--- config.mk ---
export PLATFORM = sky130hd
export DESIGN_NAME = posit_ldd_frontend_flat
export DESIGN_NICKNAME = d
export VERILOG_FILES = /design/src/rtl/posit_ldd_frontend_if.sv /design/src/rtl/posit_ldd_frontend.sv /design/src/flat_wrapper.sv
export SDC_FILE = /design/constraint.sdc
export NUM_CORES = 1
export LEC_CHECK = 0
export ABC_AREA = 1
export BUFFER_PORTS_ARGS = -buffer_cell sky130_fd_sc_hd__buf_2
export CORE_UTILIZATION = 53
export CTS_CLUSTER_SIZE = 30
export DETAILED_ROUTE_END_ITERATION = 16
export PLACE_DENSITY = 0.86
export SKIP_CTS_REPAIR_TIMING = 1
export SYNTH_ARGS = -nofsm -noshare
export SYNTH_HDL_FRONTEND = slang
export SYNTH_SLANG_ARGS = --single-unit
--- constraint.sdc ---
create_clock -name clk -period 2.05 [get_ports clk]
set_clock_uncertainty 0.15 [all_clocks]
set_input_delay 0.3075 -clock clk [delete_from_list [all_inputs] [get_ports clk]]
set_output_delay 0.3075 -clock clk [all_outputs]
set_load 0.02 [all_outputs]
--- src/rtl/posit_ldd_frontend_if.sv ---
// Handshake bundle for the posit LDD front end: raw posit in, decoded fields out.
// The master side drives the words in and the out_ready backpressure; the slave side is the decoder.
interface posit_ldd_frontend_if #(
  parameter int n  = 16,
  parameter int ls = n - 2
);
  logic          in_valid;
  logic          in_ready;
  logic [n-1:0]  posit_in;

  logic          out_valid;
  logic          out_ready;
  logic          sign;
  logic          is_zero;
  logic          is_nar;
  logic [n-2:0]  body;
  logic [ls-1:0] ldd;
  logic          allone;

  modport master (
    output in_valid, posit_in, out_ready,
    input  in_ready, out_valid, sign, is_zero, is_nar, body, ldd, allone
  );

  modport slave (
    input  in_valid, posit_in, out_ready,
    output in_ready, out_valid, sign, is_zero, is_nar, body, ldd, allone
  );
endinterface

--- src/rtl/posit_ldd_frontend.sv ---
// Two-stage posit decoder front end: S1 takes sign/magnitude/special flags,
// S2 adds the one-hot regime-terminator vector consumed by the LDD shifter.
module posit_ldd_frontend #(
  parameter int n  = 16,
  parameter int es = 1,
  parameter int ls = n - 2
) (
  input  logic                 clk,
  input  logic                 rst_n,
  posit_ldd_frontend_if.slave  bus
);

  localparam logic [n-1:0] nar_word = {1'b1, {(n-1){1'b0}}};

  if (es < 0 || es > n - 3 || ls != n - 2) begin : g_param_check
    $error("posit_ldd_frontend: inconsistent n/es/ls parameters");
  end

  logic          r_s1_v;
  logic          r_s1_sign;
  logic          r_s1_zero;
  logic          r_s1_nar;
  logic [n-2:0]  r_s1_body;

  logic          r_s2_v;
  logic          r_s2_sign;
  logic          r_s2_zero;
  logic          r_s2_nar;
  logic [n-2:0]  r_s2_body;
  logic [ls-1:0] r_s2_ldd;
  logic          r_s2_allone;

  logic          w_s2_load;
  logic          w_s1_load;
  logic [n-1:0]  w_neg;
  logic [n-2:0]  w_body;
  logic [ls-1:0] w_ldd;
  logic          w_found;

  // A stage may load when empty or when its current word leaves this cycle.
  assign w_s2_load = !r_s2_v || bus.out_ready;
  assign w_s1_load = !r_s1_v || w_s2_load;

  // Negating the NaR pattern wraps back to itself; is_nar marks that case.
  assign w_neg  = -bus.posit_in;
  assign w_body = bus.posit_in[n-1] ? w_neg[n-2:0] : bus.posit_in[n-2:0];

  // NOTE: combinational blocks assign every output a default first so no path leaves one unassigned and infers a latch.
  always_comb begin
    w_ldd   = '0;
    w_found = 1'b0;
    for (int j = ls - 1; j >= 0; j--) begin
      if (!w_found && (r_s1_body[j] != r_s1_body[n-2])) begin
        w_ldd[j] = 1'b1;
        w_found  = 1'b1;
      end
    end
  end

  // NOTE: state is updated with non-blocking assignments so every register samples pre-edge values.
  // NOTE: data registers are reset as well as valids, so a reset clears the visible outputs to zero.
  always_ff @(posedge clk) begin
    if (!rst_n) begin
      r_s1_v      <= 1'b0;
      r_s1_sign   <= 1'b0;
      r_s1_zero   <= 1'b0;
      r_s1_nar    <= 1'b0;
      r_s1_body   <= '0;
      r_s2_v      <= 1'b0;
      r_s2_sign   <= 1'b0;
      r_s2_zero   <= 1'b0;
      r_s2_nar    <= 1'b0;
      r_s2_body   <= '0;
      r_s2_ldd    <= '0;
      r_s2_allone <= 1'b0;
    end else begin
      if (w_s1_load) begin
        r_s1_v <= bus.in_valid;
        if (bus.in_valid) begin
          r_s1_sign <= bus.posit_in[n-1];
          r_s1_zero <= (bus.posit_in == '0);
          r_s1_nar  <= (bus.posit_in == nar_word);
          r_s1_body <= w_body;
        end
      end

      if (w_s2_load) begin
        r_s2_v <= r_s1_v;
        if (r_s1_v) begin
          r_s2_sign   <= r_s1_sign;
          r_s2_zero   <= r_s1_zero;
          r_s2_nar    <= r_s1_nar;
          r_s2_body   <= r_s1_body;
          r_s2_ldd    <= w_ldd;
          r_s2_allone <= !w_found;
        end
      end
    end
  end

  assign bus.in_ready  = w_s1_load;
  assign bus.out_valid = r_s2_v;
  assign bus.sign      = r_s2_sign;
  assign bus.is_zero   = r_s2_zero;
  assign bus.is_nar    = r_s2_nar;
  assign bus.body      = r_s2_body;
  assign bus.ldd       = r_s2_ldd;
  assign bus.allone    = r_s2_allone;

endmodule

--- src/flat_wrapper.sv ---
// flat-port wrapper written by rule: the top's interface ports become plain ports
module posit_ldd_frontend_flat 
#(
  parameter int n  = 16,
  parameter int es = 1,
  parameter int ls = n - 2
)
  (clk, rst_n, bus_in_valid, bus_posit_in, bus_out_ready, bus_in_ready, bus_out_valid, bus_sign, bus_is_zero, bus_is_nar, bus_body, bus_ldd, bus_allone);
  posit_ldd_frontend_if #(.n(n), .ls(ls)) bus_i ();
  input  logic clk;
  input  logic rst_n;
  input wire logic [$bits(bus_i.in_valid)-1:0] bus_in_valid;
  input wire logic [$bits(bus_i.posit_in)-1:0] bus_posit_in;
  input wire logic [$bits(bus_i.out_ready)-1:0] bus_out_ready;
  output wire logic [$bits(bus_i.in_ready)-1:0] bus_in_ready;
  output wire logic [$bits(bus_i.out_valid)-1:0] bus_out_valid;
  output wire logic [$bits(bus_i.sign)-1:0] bus_sign;
  output wire logic [$bits(bus_i.is_zero)-1:0] bus_is_zero;
  output wire logic [$bits(bus_i.is_nar)-1:0] bus_is_nar;
  output wire logic [$bits(bus_i.body)-1:0] bus_body;
  output wire logic [$bits(bus_i.ldd)-1:0] bus_ldd;
  output wire logic [$bits(bus_i.allone)-1:0] bus_allone;
  assign bus_i.in_valid = bus_in_valid;
  assign bus_i.posit_in = bus_posit_in;
  assign bus_i.out_ready = bus_out_ready;
  assign bus_in_ready = bus_i.in_ready;
  assign bus_out_valid = bus_i.out_valid;
  assign bus_sign = bus_i.sign;
  assign bus_is_zero = bus_i.is_zero;
  assign bus_is_nar = bus_i.is_nar;
  assign bus_body = bus_i.body;
  assign bus_ldd = bus_i.ldd;
  assign bus_allone = bus_i.allone;
  posit_ldd_frontend #(.n(n), .es(es), .ls(ls)) u_core (.clk(clk), .rst_n(rst_n), .bus(bus_i));
endmodule
==> results of run 1 <==
layout by cell type (no fill, tap or decap), drive strengths merged:
master	synthesis	routed
or3b	1	1
nor2	51	51
a21oi	32	32
ha	1	1
nand3	10	10
nor3	2	2
bufinv	0	1
o21ai	37	37
dfxtp	53	53
xor2	8	8
nor4	2	2
o211ai	2	2
buf	4	59
nand2	53	53
nand4	4	4
o221ai	3	3
clkinv	0	1
o31ai	2	2
clkbuf	13	5
inv	31	31
or2	2	2
a211oi	1	1
xnor2	12	12
a31oi	1	1
flip-flops by register name, summed over array words and instances (netlist names):
name	flops
u_core.bus.allone	1
u_core.bus.body	15
u_core.bus.is_nar	1
u_core.bus.is_zero	1
u_core.bus.ldd	14
u_core.bus.out_valid	1
u_core.bus.sign	1
u_core.r_s1_body	15
u_core.r_s1_nar	1
u_core.r_s1_sign	1
u_core.r_s1_v	1
u_core.r_s1_zero	1
per-layer routing:
layer	part of all wire	vias to the layer above
met4	0.0051	0
met1	0.47	949
li1	-	1146
met3	0.050	2
met5	0	-
met2	0.47	64
cell families (layout without fill, tap and decap cells):
logic type	after synthesis	count (layout)	share of synthesized area
AOI/OAI and AO/OA	78	78	0.1719
xor gates and xnor gates	20	20	0.08800
adders and majority gates	1	1	0.005086
buffers and inverters	48	97	0.08495
DFF	53	53	0.4313
and+or+nand+nor	125	125	0.2187
worst register-to-register path, stage by stage (launching register included):
cell	delay (ns)
dfxtp_2	0.42
buf_4	0.27
xnor2_2	0.16
nand4_2	0.15
nor2_2	0.14
nand4_1	0.11
nor2_2	0.13
nand3_1	0.11
a21oi_2	0.15
metrics by stage:
stage	utilization	power (µW)	setup WS [ns]	hold WS (ns)
floorplan	-	1460	0.3391	0.2922
global placement	0.6219	1556	0.1233	0.3053
detailed placement	0.6219	1569	0.09849	0.3026
CTS	0.6454	2218	0.05028	0.1262
global route	0.6457	2308	0.03453	0.1389
finish	0.6457	2212	0.1686	0.1316
final cells by class:
type	count	area (µm²)	share of cell area
Clock inverter	2	35.03	0.01229
Tap cell	52	65.06	0.02283
Multi-Input combinational cell	224	1190	0.4175
Sequential cell	53	1062	0.3727
Timing Repair Buffer	59	307.8	0.1080
Inverter	31	121.4	0.04258
Clock buffer	5	68.82	0.02414
worst paths after layout:
| path | endpoint | depth (start not counted) | slack [ns] |
|---|---|---|---|
| worst max-delay path | u_core.bus.ldd[0] | 8 | 0.17 |
| worst min register to register | u_core.bus.ldd[12] | 2 | 0.31 |
| worst min-delay path | u_core.r_s1_body[1] | 3 | 0.13 |
| worst max register to register | u_core.bus.ldd[0] | 8 | 0.17 |
report_power, final:
group          switching (µW)  total, µW  internal (µW)  leakage (µW)
registers                43.7       1140           1090      0.000436
clock network             312        667            355     0.0000540
logic                     257        409            152      0.000842
total                     613       2210           1600       0.00133
==> results.toml, run 1 <==
[logic_synthesis]
synth-seq-cells = 53
syn_avg_cell_area_um2 = 7.569
async_flop_share = 0
synth_flop_cell = "dfxtp_1"
synth_most_common_cell = "dfxtp_1"
synth_top_area_frac = 0.4313
syn-num-nets = 346
ys_top_cells_by_count = "dfxtp_1 (53), nand2_1 (49), nor2_1 (48)"
ys_seq_area_frac = 0.4313
syn_area_um2 = 2460
synth_edf_count = 0
ys_top_cells_by_area = "dfxtp_1 (43%), o21ai_0 (7.5%), nand2_1 (7.5%)"
synth_top_area_cell = "dfxtp_1"
synth.distinct_cells = 32
syn_inst = 325
yosysWarnings = 0

[critical_path]
cp_common_cell = "nor2_2"
cp_top_family = "simple AND/OR/NAND/NOR gates"
worstPathCellList = "buf_4 > xnor2_2 > nand4_2 > nor2_2 > nand4_1 > nor2_2 > nand3_1 > a21oi_2"
critPathRequiredTime_ns = 2.12
crit_buf_inv = 1
endpoint_kind = "flop"
start_kind = "flop"
cp_slowest_cell = "dfxtp_2"
critPathMaxStageDelay_ns = 0.42
cp_max_fo = 10
startpoint = "u_core.r_s1_body[14]"
worstReg2RegStart = "u_core.r_s1_body[14]"
crit_type = "reg -> reg"
worst_ep_arrival_time_ns = 1.95

[clocking]
cts-root-buf = "clkbuf_8"
htreeDepth = 2
cts-buffers-inserted = 5
path_clk_slew_ns = 0.09
cts_tree = "built"
cts_buffer_depth = 2
clk_latency_ns = 0.30
cts.sinks = 53

[placement]
hpwl_um = 3598
portBuffers = 54
placed_area_um2 = 2745
place_inst = 419
gp_congestion = 0.8578

[drt]
drt_iter0_markers = 105
drc_errors = 0
vias_per_cell = 5.073
firstDrtPassIters = 4
wl_um = 4855
num_vias = 2161
ant_nets = 0
wl_per_cell_um = 11.40

[run_status]
status = "complete, no violations"

[finish]
final_nets = 395
fill_cells = 378
area_delta_synth_final_pct = 15.87
antenna_cells = 0
fin_cells = 426
drive_gt1_frac = 0.2273
fin_area_um2 = 2850

[grt]
use_met2 = 0.3440
grt-busiest-layer = "met2"
grt_usage = 0.2026
antenna_found_initial = 0
overflow = 0
grt_pass1_wl_um = 8024
grt_pass1_vias = 1815
grt_start_max_net_pins = 38
met3_usage = 0.04040
grt.met1_usage = 0.2653

[sta]
clock.fmax_mhz = 531.5
worst-slew-pin-transition_ns = 0.8850
tns_ns = 0
slew_headroom = 0.4093
setup-violations-final = 0
period_needed_ns = 1.881
finalCritPeriodShare = 0.9177
hold_viol = 0
rsz0062_at_grt = "no"
drv_slew = 0

[floorplan]
pin_count = 55
num_rows = 24
core_area_um2 = 4414
die_x_um = 70.13
die_area_um2 = 4918
die_h_um = 70.13
start_util = 0.5573

[pwr]
p_leak_uw = 0.001332
peakVddDrop_mv = 0.4353
p_per_area_nw_per_um2 = 775.9

[flow_run]
maxCapViolations = 0

[min_path]
min-delay-start = "bus_posit_in[1]"
hold_class = "in -> reg"
Power figures use the tool's default switching activity.
==> run 2, diff against run 1 <==
--- a/config.mk
+++ b/config.mk
@@ -7,10 +7,9 @@
 export LEC_CHECK = 0
 export ABC_AREA = 1
 export BUFFER_PORTS_ARGS = -buffer_cell sky130_fd_sc_hd__buf_2
-export CORE_UTILIZATION = 53
+export CORE_UTILIZATION = 40
 export CTS_CLUSTER_SIZE = 30
 export DETAILED_ROUTE_END_ITERATION = 16
-export PLACE_DENSITY = 0.86
 export SKIP_CTS_REPAIR_TIMING = 1
 export SYNTH_ARGS = -nofsm -noshare
 export SYNTH_HDL_FRONTEND = slang
==> run 2 against run 1 <==
Effect of this change:
- global-route usage fell by 2.3 points
- hold slack got worse by 0.010 ns
- largest cell class unchanged
- non-clock buffer count rose by 2
- combinational power rose by 2%
- maximum frequency rose by 1.7%
- wire length rose by 9.2%
- largest power group unchanged
- critical path type unchanged
- die area rose by 32%
- register-to-register slack improved by 0.03 ns
==> results.toml, run 2 (same netlist as run 1, synthesis figures left out) <==
[drt]
num_vias = 2196
vias_per_cell = 4.858
firstDrtPassIters = 4
drt_iter0_markers = 87
drc_errors = 0
wl_per_cell_um = 11.73
wl_um = 5300
ant_nets = 0

[placement]
gp_congestion = 0.7551
portBuffers = 54
place_inst = 444
hpwl_um = 3888

[clocking]
cts_buffer_depth = 2
cts-root-buf = "clkbuf_8"
cts.sinks = 53
cts-buffers-inserted = 5
cts_tree = "built"
htreeDepth = 2
path_clk_slew_ns = 0.09
clk_latency_ns = 0.30

[finish]
utilization = 0.4905
drive_gt1_frac = 0.2334
final_nets = 397
final_common_cell = "buf_2"
fill_cells = 629
area_delta_synth_final_pct = 18.06
multi_input_area_um2 = 1190
final_cell_mix = "buf_2 (54), dfxtp_1 (52), nand2_1 (49)"
antenna_cells = 0
fin_cells = 452
regArea_um2 = 1062

[pwr]
p_per_area_nw_per_um2 = 754.5
p_leak_uw = 0.001347
peakVddDrop_mv = 0.2701

[critical_path]
crit_type = "reg -> reg"
endpoint_kind = "flop"
start_kind = "flop"
critPathRequiredTime_ns = 2.14
cp_max_fo = 10
worst_ep_arrival_time_ns = 1.94

[floorplan]
num_rows = 28
die_h_um = 80.42
core_area_um2 = 5921
die_x_um = 80.42
die_area_um2 = 6467
start_util = 0.4155
pin_count = 55

[grt]
grt_pass1_wl_um = 9045
grt_start_max_net_pins = 38
grt_usage = 0.1797
overflow = 0
antenna_found_initial = 0
grt_pass1_vias = 2027

[sta]
setup-violations-final = 0
rsz0062_at_grt = "no"
finalCritPeriodShare = 0.9028
drv_slew = 0
hold_viol = 0
period_needed_ns = 1.851
slew_headroom = 0.6107
clock.fmax_mhz = 540.3
tns_ns = 0
worst-slew-pin-transition_ns = 0.5833

[run_status]
status = "complete, no violations"

[flow_run]
maxCapViolations = 0

[min_path]
hold_class = "in -> reg"
run 2: report_power, final:
part	switching (µW)	internal [µW]	total (µW)
Combinational	259	157	417
Sequential	45.3	1090	1140
Clock	331	306	637
run 2: metrics by stage:
step                setup slack (ns)  area, µm²  power, µW  hold WS (ns)
floorplan                     0.3391       2460       1460        0.2922
global placement              0.1741       2801       1575        0.3048
detailed placement            0.1067       2801       1581        0.3046
CTS                          0.08296       2903       2216        0.1157
global route                0.008821       2904       2314        0.1236
finish                        0.1992       2904       2191        0.1215
run 2: worst max-delay path, cell delays in order, from the launching register on:
cell and delay, ns:
dfxtp_2 0.42, buf_4 0.27, xnor2_2 0.17, nand4_2 0.16, nor2_2 0.15, nand4_1 0.11
nor2_2 0.14, nand3_1 0.11, a21oi_2 0.12
run 2: final cells by class:
cell class,count,share of cell area
Sequential cell,53,0.3658
Clock inverter,1,0.001723
Multi-Input combinational cell,224,0.4097
Inverter,31,0.04179
Timing Repair Buffer,61,0.1155
Tap cell,75,0.03231
Clock buffer,7,0.03318
run 2: path summary, 6_finish.rpt:
path	start	to	slack (ns)	cells past startpoint
worst max-delay path	u_core.r_s1_body[14]	u_core.bus.ldd[0]	0.20	8
worst min-delay path	bus_posit_in[1]	u_core.r_s1_body[1]	0.12	3
worst max register to register	u_core.r_s1_body[14]	u_core.bus.ldd[0]	0.20	8
worst min register to register	u_core.bus.ldd[12]	u_core.bus.ldd[12]	0.32	2
run 2: routing by layer:
| layer | up-vias | global-route usage | part of all wire |
|---|---|---|---|
| li1 | 1158 | - | - |
| met1 | 980 | 0.2391 | 0.51 |
| met2 | 51 | 0.2864 | 0.43 |
| met3 | 7 | 0.03977 | 0.049 |
| met4 | 0 | 0.05714 | 0.012 |
| met5 | - | 0 | 0 |
==> run 3, diff against run 2 <==
--- a/config.mk
+++ b/config.mk
@@ -7,9 +7,11 @@
 export LEC_CHECK = 0
 export ABC_AREA = 1
 export BUFFER_PORTS_ARGS = -buffer_cell sky130_fd_sc_hd__buf_2
-export CORE_UTILIZATION = 40
+export CORE_UTILIZATION = 45
 export CTS_CLUSTER_SIZE = 30
 export DETAILED_ROUTE_END_ITERATION = 16
+export MAX_ROUTING_LAYER = met4
+export PLACE_DENSITY = 0.68
 export SKIP_CTS_REPAIR_TIMING = 1
 export SYNTH_ARGS = -nofsm -noshare
 export SYNTH_HDL_FRONTEND = slang
==> run 3 against run 2 <==
Effect of this change:
- design area is the same
- flip-flop and latch count unchanged
- via count fell by 0.87%
- register-to-register slack improved by 0.07 ns
- critical path depth unchanged
- utilization grew 7.1 points
- hold slack improved by 0.0058 ns
- maximum frequency is 4.0% higher
- sequential power about the same
- final cell count is 1.1% lower
- sequential share of layout area unchanged
- total power rose by 3.6%
==> results.toml, run 3 (same netlist as run 1, synthesis figures left out) <==
[sta]
finalCritPeriodShare = 0.8685
drv_slew = 0
setup-violations-final = 0
hold_viol = 0
slew_headroom = 0.5000
hold-worst-slack_ns = 0.1274
rsz0062_at_grt = "no"
tns_ns = 0
layout_setup_ws_ns = 0.2696
clock.fmax_mhz = 561.7
period_needed_ns = 1.780
worst-slew-pin-transition_ns = 0.7492

[critical_path]
critPathMaxStageDelay_ns = 0.42
crit_type = "reg -> reg"
start_kind = "flop"
cp_max_fo = 10
worstPathCellList = "buf_6 > xnor2_2 > nand4_2 > nor2_2 > nand4_1 > nor2_2 > nand3_1 > a21oi_2"
endpoint_kind = "flop"
cp_slowest_cell = "dfxtp_2"
critPathRequiredTime_ns = 2.14
worst_ep_arrival_time_ns = 1.87
cp_common_cell = "nor2_2"

[drt]
wl_um = 5119
drc_errors = 0
vias_per_cell = 4.870
drt_iter0_markers = 110
num_vias = 2177
wl_per_cell_um = 11.45
firstDrtPassIters = 4
ant_nets = 0

[floorplan]
start_util = 0.4756
core_area_um2 = 5172
num_rows = 26
die_x_um = 75.94
die_h_um = 75.94
pin_count = 55
die_area_um2 = 5766

[clocking]
cts-buffers-inserted = 5
cts_tree = "built"
path_clk_slew_ns = 0.09
clk_latency_ns = 0.30
htreeDepth = 2
cts-root-buf = "clkbuf_8"
cts.sinks = 53
cts_buffer_depth = 2

[placement]
portBuffers = 54
hpwl_um = 3732
gp_congestion = 0.7741
dp_slack_ns = 0.1296

[finish]
final_common_cell = "buf_2"
antenna_cells = 0
final_cell_mix = "buf_2 (54), dfxtp_1 (52), nand2_1 (49)"
drive_gt1_frac = 0.2308
utilization = 0.5614
final_nets = 397
area_delta_synth_final_pct = 18.06

[grt]
grt_pass1_wl_um = 8880
grt_pass1_vias = 1960
overflow = 0
antenna_found_initial = 0
grt_usage = 0.1950
grt_start_max_net_pins = 38

[flow_run]
maxCapViolations = 0

[pwr]
p_leak_uw = 0.001348
p_per_area_nw_per_um2 = 781.4
power_uw = 2269
peakVddDrop_mv = 0.2806

[run_status]
status = "complete, no violations"

[min_path]
hold_class = "in -> reg"
[run 3: changes by cell type in the layout (fill, tap and decap cells not counted), sizes merged]
| cell | previous run | this run |
|---|---|---|
| clkinv | 1 | 0 |
| bufinv | 0 | 1 |
[run 3: path summary, 6_finish.rpt]
kind / startpoint / to / slack, ns / cells after the start
max: u_core.r_s1_body[14] / u_core.bus.ldd[0] / 0.27 / 8
min: bus_posit_in[1] / u_core.r_s1_body[1] / 0.13 / 3
max reg2reg: u_core.r_s1_body[14] / u_core.bus.ldd[0] / 0.27 / 8
min reg2reg: u_core.bus.ldd[2] / u_core.bus.ldd[2] / 0.32 / 2
[run 3: stage by stage]
step,area (µm²),cells
after floorplan,2460,325
after global placement,2783,439
after detailed placement,2783,439
after CTS,2899,447
after global routing,2904,447
final,2904,447
[run 3: routing by layer]
metal	vias up	GRT usage	share of wire
met3	7	0.03253	0.046
met2	55	0.2945	0.42
met1	959	0.2588	0.51
met5	-	-	0
li1	1156	-	-
met4	0	0.08077	0.017
[run 3: area by class of cell]
| class | instances | area (µm²) |
|---|---|---|
| repair buffers | 61 | 326.6 |
| clock buffers | 7 | 86.33 |
| multi-input cells | 224 | 1190 |
| fillers | 530 | 2268 |
| inverters | 31 | 121.4 |
| flip-flops and latches | 53 | 1062 |
| well taps | 70 | 87.58 |
| clock inverters | 1 | 30.03 |
[run 3: power breakdown]
| part | switching [µW] | leakage, µW | internal (µW) | total, µW |
|---|---|---|---|---|
| Clock | 321 | 0.0000585 | 398 | 719 |
| Combinational | 258 | 0.000853 | 155 | 414 |
| Sequential | 44.6 | 0.000436 | 1090 | 1140 |
[run 3: critical path: cells and delay by family (launching register included)]
family                 cells  cell delay [ns]
buffers and inverters      1             0.22
AO/OA/AOI/OAI              1             0.12
XOR/XNOR                   1             0.15
AND/OR/NAND/NOR            5             0.64
flip-flops                 1             0.42
